[src/rtl/phy_rx_pkg.sv]
// Shared definitions for the receive-side SIGNAL field parser: field offsets,
// legal RATE codes and the parser state encoding.
package phy_rx_pkg;

    localparam int unsigned SIGNAL_BITS = 24;
    localparam int unsigned RATE_LSB    = 0;
    localparam int unsigned RATE_W      = 4;
    localparam int unsigned RSV_BIT     = 4;
    localparam int unsigned LENGTH_LSB  = 5;
    localparam int unsigned LENGTH_W    = 12;
    localparam int unsigned PARITY_BIT  = 17;
    localparam int unsigned TAIL_LSB    = 18;
    localparam int unsigned TAIL_W      = 6;
    localparam int unsigned CNT_W       = 15;

    // RATE codes written R1..R4 with R1 in the MSB
    localparam logic [RATE_W-1:0] RATE_6M  = 4'b1101;
    localparam logic [RATE_W-1:0] RATE_9M  = 4'b1111;
    localparam logic [RATE_W-1:0] RATE_12M = 4'b0101;
    localparam logic [RATE_W-1:0] RATE_18M = 4'b0111;
    localparam logic [RATE_W-1:0] RATE_24M = 4'b1001;
    localparam logic [RATE_W-1:0] RATE_36M = 4'b1011;
    localparam logic [RATE_W-1:0] RATE_48M = 4'b0001;
    localparam logic [RATE_W-1:0] RATE_54M = 4'b0011;

    typedef enum logic [2:0] {
        ST_IDLE,
        ST_HEADER,
        ST_CHECK,
        ST_SERVICE,
        ST_PAYLOAD
    } state_e;

    function automatic logic rate_is_legal(input logic [RATE_W-1:0] r);
        return r inside {RATE_6M, RATE_9M, RATE_12M, RATE_18M,
                         RATE_24M, RATE_36M, RATE_48M, RATE_54M};
    endfunction

endpackage

[src/rtl/signal_header_check.sv]
// Combinational validation of a captured 24-bit SIGNAL field; also unpacks
// RATE (R1 in bit 3) and LENGTH.
module signal_header_check
    import phy_rx_pkg::*;
#(
    parameter int unsigned MAX_LENGTH = 4095,
    parameter bit          CHECK_TAIL = 1'b1
) (
    input  logic [SIGNAL_BITS-1:0] hdr_i,
    output logic                   ok_c_o,
    output logic [RATE_W-1:0]      rate_c_o,
    output logic [LENGTH_W-1:0]    length_c_o
);

    logic rsv_ok;
    logic par_ok;
    logic len_ok;
    logic tail_ok;

    always_comb begin
        rate_c_o   = {hdr_i[RATE_LSB], hdr_i[RATE_LSB+1], hdr_i[RATE_LSB+2], hdr_i[RATE_LSB+3]};
        length_c_o = hdr_i[LENGTH_LSB +: LENGTH_W];
        rsv_ok     = !hdr_i[RSV_BIT];
        par_ok     = !(^hdr_i[PARITY_BIT:RATE_LSB]);
        len_ok     = (length_c_o != '0) && (32'(length_c_o) <= MAX_LENGTH);
        tail_ok    = !CHECK_TAIL || (hdr_i[TAIL_LSB +: TAIL_W] == '0);
        ok_c_o     = rate_is_legal(rate_c_o) && rsv_ok && par_ok && len_ok && tail_ok;
    end

endmodule

[src/rtl/signal_field_parser.sv]
// Captures and validates the SIGNAL field, skips SERVICE, then forwards exactly
// LENGTH*8 PSDU bits with a one-cycle registered latency.
module signal_field_parser
    import phy_rx_pkg::*;
#(
    parameter int unsigned MAX_LENGTH   = 4095,
    parameter int unsigned SERVICE_BITS = 16,
    parameter bit          CHECK_TAIL   = 1'b1
) (
    input  logic                clk,
    input  logic                rst_n,
    input  logic                start_i,
    input  logic                in_bit_i,
    input  logic                in_valid_i,
    output logic [RATE_W-1:0]   rate_o,
    output logic [LENGTH_W-1:0] length_o,
    output logic                header_valid_o,
    output logic                header_error_o,
    output logic                out_bit_o,
    output logic                out_valid_o,
    output logic                frame_end_o,
    output logic                busy_o
);

    localparam logic [CNT_W-1:0] HDR_LAST = CNT_W'(SIGNAL_BITS - 1);
    localparam logic [CNT_W-1:0] SVC_LAST = CNT_W'(SERVICE_BITS - 1);

    state_e                 state_q, state_d;
    logic [SIGNAL_BITS-1:0] hdr_q, hdr_d;
    logic [CNT_W-1:0]       cnt_q, cnt_d;
    logic [RATE_W-1:0]      rate_q, rate_d;
    logic [LENGTH_W-1:0]    length_q, length_d;
    logic                   hv_q, hv_d;
    logic                   he_q, he_d;
    logic                   ob_q, ob_d;
    logic                   ov_q, ov_d;
    logic                   fe_q, fe_d;
    logic                   busy_q, busy_d;

    logic [SIGNAL_BITS-1:0] hdr_shift;
    logic                   hdr_ok;
    logic [RATE_W-1:0]      hdr_rate;
    logic [LENGTH_W-1:0]    hdr_length;
    logic [CNT_W-1:0]       pay_last_idx;
    logic                   pay_last;
    logic                   take_start;

    // SIGNAL bit 0 arrives first and ends up in hdr bit 0 after 24 shifts
    assign hdr_shift = {in_bit_i, hdr_q[SIGNAL_BITS-1:1]};

    signal_header_check #(
        .MAX_LENGTH (MAX_LENGTH),
        .CHECK_TAIL (CHECK_TAIL)
    ) u_check (
        .hdr_i      (hdr_shift),
        .ok_c_o     (hdr_ok),
        .rate_c_o   (hdr_rate),
        .length_c_o (hdr_length)
    );

    assign pay_last_idx = {length_q, 3'b000} - CNT_W'(1);
    assign pay_last     = (state_q == ST_PAYLOAD) && in_valid_i && (cnt_q == pay_last_idx);
    // The final payload bit wins over a coincident Start; CHECK never restarts
    assign take_start   = start_i && in_valid_i && (state_q != ST_CHECK) && !pay_last;

    always_comb begin
        state_d  = state_q;
        hdr_d    = hdr_q;
        cnt_d    = cnt_q;
        rate_d   = rate_q;
        length_d = length_q;
        hv_d     = 1'b0;
        he_d     = 1'b0;
        ob_d     = 1'b0;
        ov_d     = 1'b0;
        fe_d     = 1'b0;

        if (take_start) begin
            hdr_d   = {in_bit_i, {(SIGNAL_BITS-1){1'b0}}};
            cnt_d   = CNT_W'(1);
            state_d = ST_HEADER;
        end else begin
            case (state_q)
                ST_IDLE: begin
                end
                ST_HEADER: begin
                    if (in_valid_i) begin
                        hdr_d = hdr_shift;
                        cnt_d = cnt_q + CNT_W'(1);
                        if (cnt_q == HDR_LAST) begin
                            cnt_d   = '0;
                            state_d = ST_CHECK;
                            hv_d    = hdr_ok;
                            he_d    = !hdr_ok;
                            if (hdr_ok) begin
                                rate_d   = hdr_rate;
                                length_d = hdr_length;
                            end
                        end
                    end
                end
                ST_CHECK: begin
                    cnt_d = '0;
                    if (!hv_q) begin
                        state_d = ST_IDLE;
                    end else if (SERVICE_BITS == 0) begin
                        state_d = ST_PAYLOAD;
                    end else begin
                        state_d = ST_SERVICE;
                    end
                end
                ST_SERVICE: begin
                    if (in_valid_i) begin
                        cnt_d = cnt_q + CNT_W'(1);
                        if (cnt_q == SVC_LAST) begin
                            cnt_d   = '0;
                            state_d = ST_PAYLOAD;
                        end
                    end
                end
                ST_PAYLOAD: begin
                    if (in_valid_i) begin
                        ob_d  = in_bit_i;
                        ov_d  = 1'b1;
                        cnt_d = cnt_q + CNT_W'(1);
                        if (pay_last) begin
                            fe_d    = 1'b1;
                            cnt_d   = '0;
                            state_d = ST_IDLE;
                        end
                    end
                end
                default: begin
                    cnt_d   = '0;
                    state_d = ST_IDLE;
                end
            endcase
        end

        busy_d = (state_d != ST_IDLE);
    end

    always_ff @(posedge clk or negedge rst_n) begin
        if (!rst_n) begin
            state_q  <= ST_IDLE;
            hdr_q    <= '0;
            cnt_q    <= '0;
            rate_q   <= '0;
            length_q <= '0;
            hv_q     <= 1'b0;
            he_q     <= 1'b0;
            ob_q     <= 1'b0;
            ov_q     <= 1'b0;
            fe_q     <= 1'b0;
            busy_q   <= 1'b0;
        end else begin
            state_q  <= state_d;
            hdr_q    <= hdr_d;
            cnt_q    <= cnt_d;
            rate_q   <= rate_d;
            length_q <= length_d;
            hv_q     <= hv_d;
            he_q     <= he_d;
            ob_q     <= ob_d;
            ov_q     <= ov_d;
            fe_q     <= fe_d;
            busy_q   <= busy_d;
        end
    end

    assign rate_o         = rate_q;
    assign length_o       = length_q;
    assign header_valid_o = hv_q;
    assign header_error_o = he_q;
    assign out_bit_o      = ob_q;
    assign out_valid_o    = ov_q;
    assign frame_end_o    = fe_q;
    assign busy_o         = busy_q;

endmodule
[config.mk]
export PLATFORM = sky130hd
export DESIGN_NAME = signal_field_parser
export DESIGN_NICKNAME = d
export VERILOG_FILES = /design/src/rtl/phy_rx_pkg.sv /design/src/rtl/signal_header_check.sv /design/src/rtl/signal_field_parser.sv
export SDC_FILE = /design/constraint.sdc
export NUM_CORES = 1
export LEC_CHECK = 0
export CORE_MARGIN = 2
export CORE_UTILIZATION = 55
export CTS_CLUSTER_SIZE = 16
export DETAILED_ROUTE_END_ITERATION = 16
export PLACE_DENSITY = 0.75
export SYNTH_ARGS = -nofsm -noshare
export SYNTH_HDL_FRONTEND = slang
export SYNTH_HIERARCHICAL = 1
export SYNTH_SLANG_ARGS = --single-unit
[constraint.sdc]
create_clock -name clk -period 3.65 [get_ports clk]
set_clock_uncertainty 0.15 [all_clocks]
set_input_delay 0.73 -clock clk [delete_from_list [all_inputs] [get_ports clk]]
set_output_delay 0.73 -clock clk [all_outputs]
set_load 0.01 [all_outputs]
==> summary.md, run 1 <==
| Metric | Value |
|---|---|
| Layout net count | `~420` |
| Top cells by area, synth | `dfrtp_1, nand2_1, xnor2_1, a21oi_1, mux2_4` |
| Layout cells sized above 1 | `between 10% and 20%` |
| Compound-Gate Fraction of Synth Area | `14.4%` |
| Hpwl dp | `roughly 5.7 mm` |
| Switching Fraction | `around 27%` |
| Req. time, crit path | `about 3.7 ns` |
| Startpoint Class | `register` |
| First-pass GRT wire length | `between 10 and 15 mm` |
| Worst skew pair latency | `roughly 0.35 ns` |
| Synthesized flop and latch total | `63` |
| Max-slew headroom | `a little over half` |
| Vias | `around 2900` |
| Tcrit/Tclk final | `a little over four fifths` |
| WL final | `roughly 8 mm` |
| Endpoints failing hold | `0` |
| Die width | `around 87 µm` |
| Worst path slowest cell | `dfrtp_1` |
| Pint | `between 1 and 1.5 mW` |
| Pin count of the biggest net entering global routing | `29` |
| Antenna diode count | `0` |
| Total grt overflow | `0` |
| Clk sinks | `63` |
| PwrDens | `~400 nW/µm²` |
| Top delay family on crit path | `simple AND/OR/NAND/NOR gates` |
| Post-synth EDFFs | `0` |
| Share of the synthesized area in the top cell type | `a little over two fifths` |
| Gate power share | `~12%` |
| Port Buffers | `26` |
| Arrival @ worst endpoint | `around 3.2 ns` |
| Post-CTS setup buffers | `0` |
| Post-Route Setup TNS | `0 ns` |
| Outcome | `finished, final reports clean` |
| Tot GR Track Use | `a little under a quarter` |
| Synth warnings | `6` |
| Clock network power share | `between 40% and 50%` |
| CP Launch Point | `length_o[0]$_DFFE_PN0P_` |
| Crit path setup slack, layout | `~0.56 ns` |
| Clock-pin slew on the worst setup and hold paths | `roughly 0.070 ns` |
| Hold buffer count at CTS | `0` |
| Core Area | `about 6700 µm²` |
| Floorplan row count | `30` |
| Max-cap check violation count | `0` |
| Worst slack at placement | `0.532 ns` |
| Leakage Power | `approximately 1.8 nW` |
| Synth-to-layout area growth | `10.9%` |
| Origin of the critical flop-to-flop path | `length_o[0]$_DFFE_PN0P_` |
| Switching pwr | `between 0.4 and 0.5 mW` |
| DRC | `0` |
| Die Ht | `between 80 and 90 µm` |
| Hold Path Class | `primary input to async pin` |
| Largest family of logic cells by synthesized area | `simple AND/OR/NAND/NOR gates` |
| Antenna Nets Post-Route | `0` |
| Initial antenna violation count | `0` |
| Number of CTS-inserted buffers | `9` |
| Resized Gates After CTS | `0` |
| Max stage delay on crit path | `0.43 ns` |
| I/O Pins | `27` |
| Crit Path Category | `register to register` |
| Critical path endpoint category | `register` |
| Critical path fanouts, max | `17` |
| Simple-gate area share of the yosys netlist | `between 20% and 30%` |
| Most frequent cell after synthesis | `dfrtp_1` |
| Post-synth top cells | `dfrtp_1, nand2_1, a21oi_1` |
| Setup violations, final | `0` |
| Reg power frac | `46.8%` |
| Final min period | `a little over 3 ns` |
| CTS tree | `built` |
| Reg2Reg Setup Slack | `around 0.56 ns` |
| Gpl congestion | `around 0.9` |
| Root Driver | `clkbuf_8` |
| Vias/cell | `~6` |
| Vias in the first global route | `between 2000 and 3000` |
| Max clock buf depth | `2` |
| RSZ-0062 raised after global routing | `false` |
| Critical path buffers and inverters | `1` |
| Post-synth top area cell | `dfrtp_1` |
| FMAX | `between 300 and 400 MHz` |
| Initial Util | `between 50% and 60%` |
| Distinct cells, synth | `between 50 and 60` |
| Post-Syn Instances | `around 390` |
| Post-Syn Area | `~3800 µm²` |
| Routed wire length per instance | `between 15 and 20 µm` |
| Asr flop ratio synth | `between 90% and 100%` |
| Slew at the pin with the worst max-slew slack | `about 0.70 ns` |
| Post-Synth Adder-Cell Area | `between 2 and 3%` |
| Post-Synth XOR/XNOR Area | `under 10%` |
| Slew Limit Fails | `0` |
| Mux share of post-synthesis cell area | `roughly 6%` |
| DRT Pass-1 Iters | `4` |
| Syn Nets | `around 410` |
| Sequential area share after synthesis | `~42%` |
| Max VDD drop | `around 0.31 mV` |
| Cells along the critical path | `inv_1 -> ha_1 -> nor2b_1 -> a21boi_0 -> o311a_1 -> and4bb_4 -> a31o_1 -> and3_4 -> mux2_2` |
| Syn_area_per_cell | `roughly 9.5 µm²` |
| Most used DFF post-synth | `dfrtp_1` |
| Iteration-0 DRC Markers | `about 230` |
| Die area | `approximately 7500 µm²` |
| H-tree levels | `3` |
-- power groups by stage --
stage,logic (mW),clock network (mW),registers (mW)
after floorplan,0.164,0,0.763
after global placement,0.196,0,0.787
after detailed placement,0.202,0,0.790
after CTS,0.203,0.701,0.777
after global routing,0.227,0.726,0.783
final,0.203,0.684,0.779
-- logic make-up after synthesis --
| kind of cell | count (synthesis) |
|---|---|
| buf+inv | 51 |
| flops | 63 |
| compound gates | 81 |
| xor+xnor | 29 |
| simple gates | 144 |
| fa+ha+maj | 8 |
| mux | 17 |
-- metrics by stage --
stage	util (%)	power [mW]	cell area [µm²]	std cells	hold slack (ns)
after floorplan	-	0.926	3750	393	0.284
after global placement	59.0	0.984	3940	472	0.354
after detailed placement	59.0	0.992	3940	472	0.351
after CTS	62.3	1.68	4160	488	0.212
after global routing	62.3	1.74	4160	488	0.236
final	62.3	1.67	4160	488	0.199
-- flip-flops by register name (all words and copies together) (netlist names) --
signal / flops
hdr_q: 23
cnt_q: 15
length_o: 12
rate_o: 4
state_q: 3
busy_o: 1
frame_end_o: 1
header_error_o: 1
header_valid_o: 1
out_bit_o: 1
out_valid_o: 1
-- worst register-to-register path, delay by kind of cell (launching register included) --
family / cells / cell delay, ns
muxes: 1 / 0.38
adders and majority gates: 1 / 0.19
and+or+nand+nor: 3 / 1.11
buffers and inverters: 1 / 0.08
DFF: 1 / 0.43
AOI/OAI and AO/OA: 3 / 0.65
-- placed cells by master, fill, tap and decap left out, drive strengths merged, types with 3 or more instances in the layout --
cell and instances:
or4 3, nand2b 7, nand4 6, dfrtp 63, a31o 3, and3 6
clkbuf 11, nor2 16, nor2b 3, nand2 58, a21oi 28, o21ai 9
ha 8, a41oi 7, and2 4, a31oi 9, buf 10, o2111ai 4
mux2 17, nor3 11, inv 15, nand3 9, nor4b 3, o31ai 3
xnor2 18, a22o 3, xor2 11, clkdlybuf4s50 25, nor4 10
-- metal layers --
metal / GRT usage, % / vias up / part of all wire (%)
li1: - / 1413 / -
met1: 29.7 / 1446 / 44
met2: 37.8 / 74 / 49
met3: 4.76 / 14 / 4.3
met4: 12.2 / 0 / 2.4
met5: 0 / - / 0
-- layout make-up --
type | instances | area, µm²
inverter | 15 | 56.3
clock buffer | 11 | 141
multi-input combinational | 279 | 1880
sequential | 63 | 1580
timing repair buffer | 35 | 323
tap | 80 | 100
fill | 549 | 2520
clock inverter | 5 | 81.3
-- worst paths after layout --
path,endpoint,depth (start not counted)
setup / recovery,length_o[3]$_DFFE_PN0P_,9
max in group asynchronous,hdr_q[9]$_DFFE_PN0P_,2
hold reg to reg,rate_o[3]$_DFFE_PN0P_,1
setup reg to reg,length_o[3]$_DFFE_PN0P_,9
hold / removal,cnt_q[4]$_DFFE_PN0P_,1
min in group clk,rate_o[3]$_DFFE_PN0P_,1
No activity file was read; power rests on OpenSTA's default activity.
==> run 2, diff against run 1 <==
==> constraint.sdc (replaced) <==
create_clock -name clk -period 3.2 [get_ports clk]
set_clock_uncertainty 0.15 [all_clocks]
set_input_delay 0.64 -clock clk [delete_from_list [all_inputs] [get_ports clk]]
set_output_delay 0.64 -clock clk [all_outputs]
set_load 0.01 [all_outputs]
==> run 2 against run 1 <==
  * Non-clock buffer count increased by 5
  * Hold slack worse by 0.0021 ns
  * First-iteration DRC count is 27% higher
  * Die area stayed put
  * Register-to-register slack lost 0.37 ns
  * Via count shrank 0.51%
  * Utilization rose by 0.77 points
  * Setup slack worse by 0.37 ns
  * Critical endpoint is now length_o[4]$_DFFE_PN0P_
  * Combinational power rose by 20%
==> summary.md, run 2 (same netlist as run 1, synthesis figures left out) <==
| Metric | Value |
|---|---|
| Iteration-0 DRC Markers | `291` |
| Leakage Power | `approximately 1.8 nW` |
| Final Power | `1.88 mW` |
| Arrival @ worst endpoint | `between 3 and 4 ns` |
| H-tree levels | `3` |
| Core Area | `~6700 µm²` |
| Hold buffer count at CTS | `0` |
| Reg2reg end | `length_o[4]$_DFFE_PN0P_` |
| Max stage delay on crit path | `0.55 ns` |
| Hpwl dp | `5.78 mm` |
| Critical path fanouts, max | `17` |
| Tot GR Track Use | `23.9%` |
| Initial Util | `56.2%` |
| Switching Fraction | `between 20% and 30%` |
| Resized Gates After CTS | `0` |
| CTS tree | `built` |
| I/O Pins | `27` |
| Worst path slowest cell | `or4_4` |
| Layout cells sized above 1 | `between 10 and 15%` |
| Slew Limit Fails | `0` |
| Clk sinks | `63` |
| PwrDens | `between 400 and 500 nW/µm²` |
| Outcome | `finished, final reports clean` |
| Total grt overflow | `0` |
| Synth-to-layout area growth | `12.3%` |
| WL final | `between 8 and 9 mm` |
| Post-Route Setup TNS | `0 ns` |
| Port Buffers | `26` |
| Tcrit/Tclk final | `94.0%` |
| Die area | `~7500 µm²` |
| Hold Path Class | `primary input to async pin` |
| Pin count of the biggest net entering global routing | `34` |
| Worst skew pair latency | `0.34 ns` |
| Most common cell after layout, fill and taps aside | `dfrtp_1` |
| Routed wire length per instance | `about 17 µm` |
| Gate power share | `12.9%` |
| Root Driver | `clkbuf_8` |
| Max clock buf depth | `2` |
| First-pass GRT wire length | `around 14 mm` |
| Die Ht | `86.6 µm` |
| Floorplan row count | `30` |
| Slew at the pin with the worst max-slew slack | `0.723 ns` |
| DRC | `0` |
| Max-cap check violation count | `0` |
| Gpl congestion | `about 0.9` |
| Vias | `2932` |
| Final min period | `approximately 3.0 ns` |
| Clock-pin slew on the worst setup and hold paths | `~0.07 ns` |
| Vias/cell | `approximately 5.9` |
| Antenna Nets Post-Route | `0` |
| Commonest cells after routing, fill and taps aside | `dfrtp_1, nand2_1, a21oi_1` |
| Req. time, crit path | `3.28 ns` |
| Initial antenna violation count | `0` |
| Pint | `1.37 mW` |
| Crit Path Category | `register to register` |
| Setup violations, final | `0` |
| Vias in the first global route | `approximately 2900` |
| Layout net count | `about 420` |
| Die width | `between 80 and 90 µm` |
| Number of CTS-inserted buffers | `9` |
| Clock network power share | `roughly 40%` |
| Startpoint Class | `register` |
| Critical path endpoint category | `register` |
| RSZ-0062 raised after global routing | `false` |
| Endpoints failing hold | `0` |
| Switching pwr | `around 0.52 mW` |
| Max VDD drop | `around 0.27 mV` |
| Cells along the critical path | `or4_4 -> o31ai_1 -> nand2_1 -> and4bb_4 -> a31o_1 -> and3_4 -> mux2_2` |
| Max FFs per register | `23` |
| FMAX | `332 MHz` |
| Reg2Reg Setup Slack | `between 0.15 and 0.2 ns` |
| FF-to-FF path depth | `7` |
| Antenna diode count | `0` |
| Max-slew headroom | `around half` |
| Reg power frac | `between 40% and 50%` |
| Origin of the critical flop-to-flop path | `length_o[5]$_DFFE_PN0P_` |
| DRT Pass-1 Iters | `5` |
| Post-CTS setup buffers | `0` |
| Top reg by flops | `hdr_q` |
-- run 2: cell types whose count changed in the layout (fill, tap and decap cells not counted) --
cell	change
buf_12	+1
buf_4	+3
buf_6	+1
clkbuf_8	-1
clkinv_2	+1
clkinv_4	-1
clkinvlp_4	+1
nor2b_1	-1
nor2b_2	+1
o31ai_1	-1
o31ai_2	+1
-- run 2: layer usage --
metal	global-route usage (%)	part of all wire [%]
met1	32.0	45
met5	0	0
met2	37.7	49
met4	7.67	1.6
met3	6.86	4.1
-- run 2: power groups by stage --
stage	clock network [mW]	logic (mW)	registers, mW
floorplan	0	0.187	0.870
global placement	0	0.236	0.894
detailed placement	0	0.243	0.897
CTS	0.768	0.244	0.882
global route	0.804	0.272	0.888
finish	0.757	0.244	0.884
-- run 2: worst max path at each step --
stage	start	endpoint	slack [ns]	depth (start not counted)
finish	length_o[5]$_DFFE_PN0P_	length_o[4]$_DFFE_PN0P_	0.19	7
global route	length_o[1]$_DFFE_PN0P_	busy_o$_DFF_PN0_	0.04	10
CTS	length_o[1]$_DFFE_PN0P_	busy_o$_DFF_PN0_	0.06	10
detailed placement	length_o[1]$_DFFE_PN0P_	busy_o$_DFF_PN0_	0.10	10
global placement	length_o[1]$_DFFE_PN0P_	busy_o$_DFF_PN0_	0.16	10
floorplan	length_o[0]$_DFFE_PN0P_	length_o[10]$_DFFE_PN0P_	0.20	12
-- run 2: area by class of cell --
type / instances / area (µm²)
Sequential cell: 63 / 1580
Inverter: 15 / 56.3
Fill cell: 565 / 2470
Clock inverter: 6 / 85.1
Multi-Input combinational cell: 279 / 1890
Clock buffer: 10 / 128
Timing Repair Buffer: 40 / 377
Tap cell: 80 / 100
-- run 2: worst max-delay path: cells and delay by family, from the launching register on --
kind	cells	cell delay, ns
AO/OA/AOI/OAI	2	0.51
flip-flops	1	0.49
multiplexers	1	0.38
AND/OR/NAND/NOR	4	1.34
-- run 2: metrics by stage --
step / area (µm²) / instances / util (%) / worst slack, ns / hold slack, ns
6_report: 4210 / 493 / 63.1 / 0.191 / 0.197
5_1_grt: 4210 / 493 / 63.1 / 0.0412 / 0.255
4_1_cts: 4200 / 493 / 62.9 / 0.0563 / 0.219
3_5_place_dp: 3990 / 477 / 59.7 / 0.105 / 0.349
3_3_place_gp: 3990 / 477 / 59.7 / 0.159 / 0.353
2_1_floorplan: 3750 / 393 / - / 0.200 / 0.194
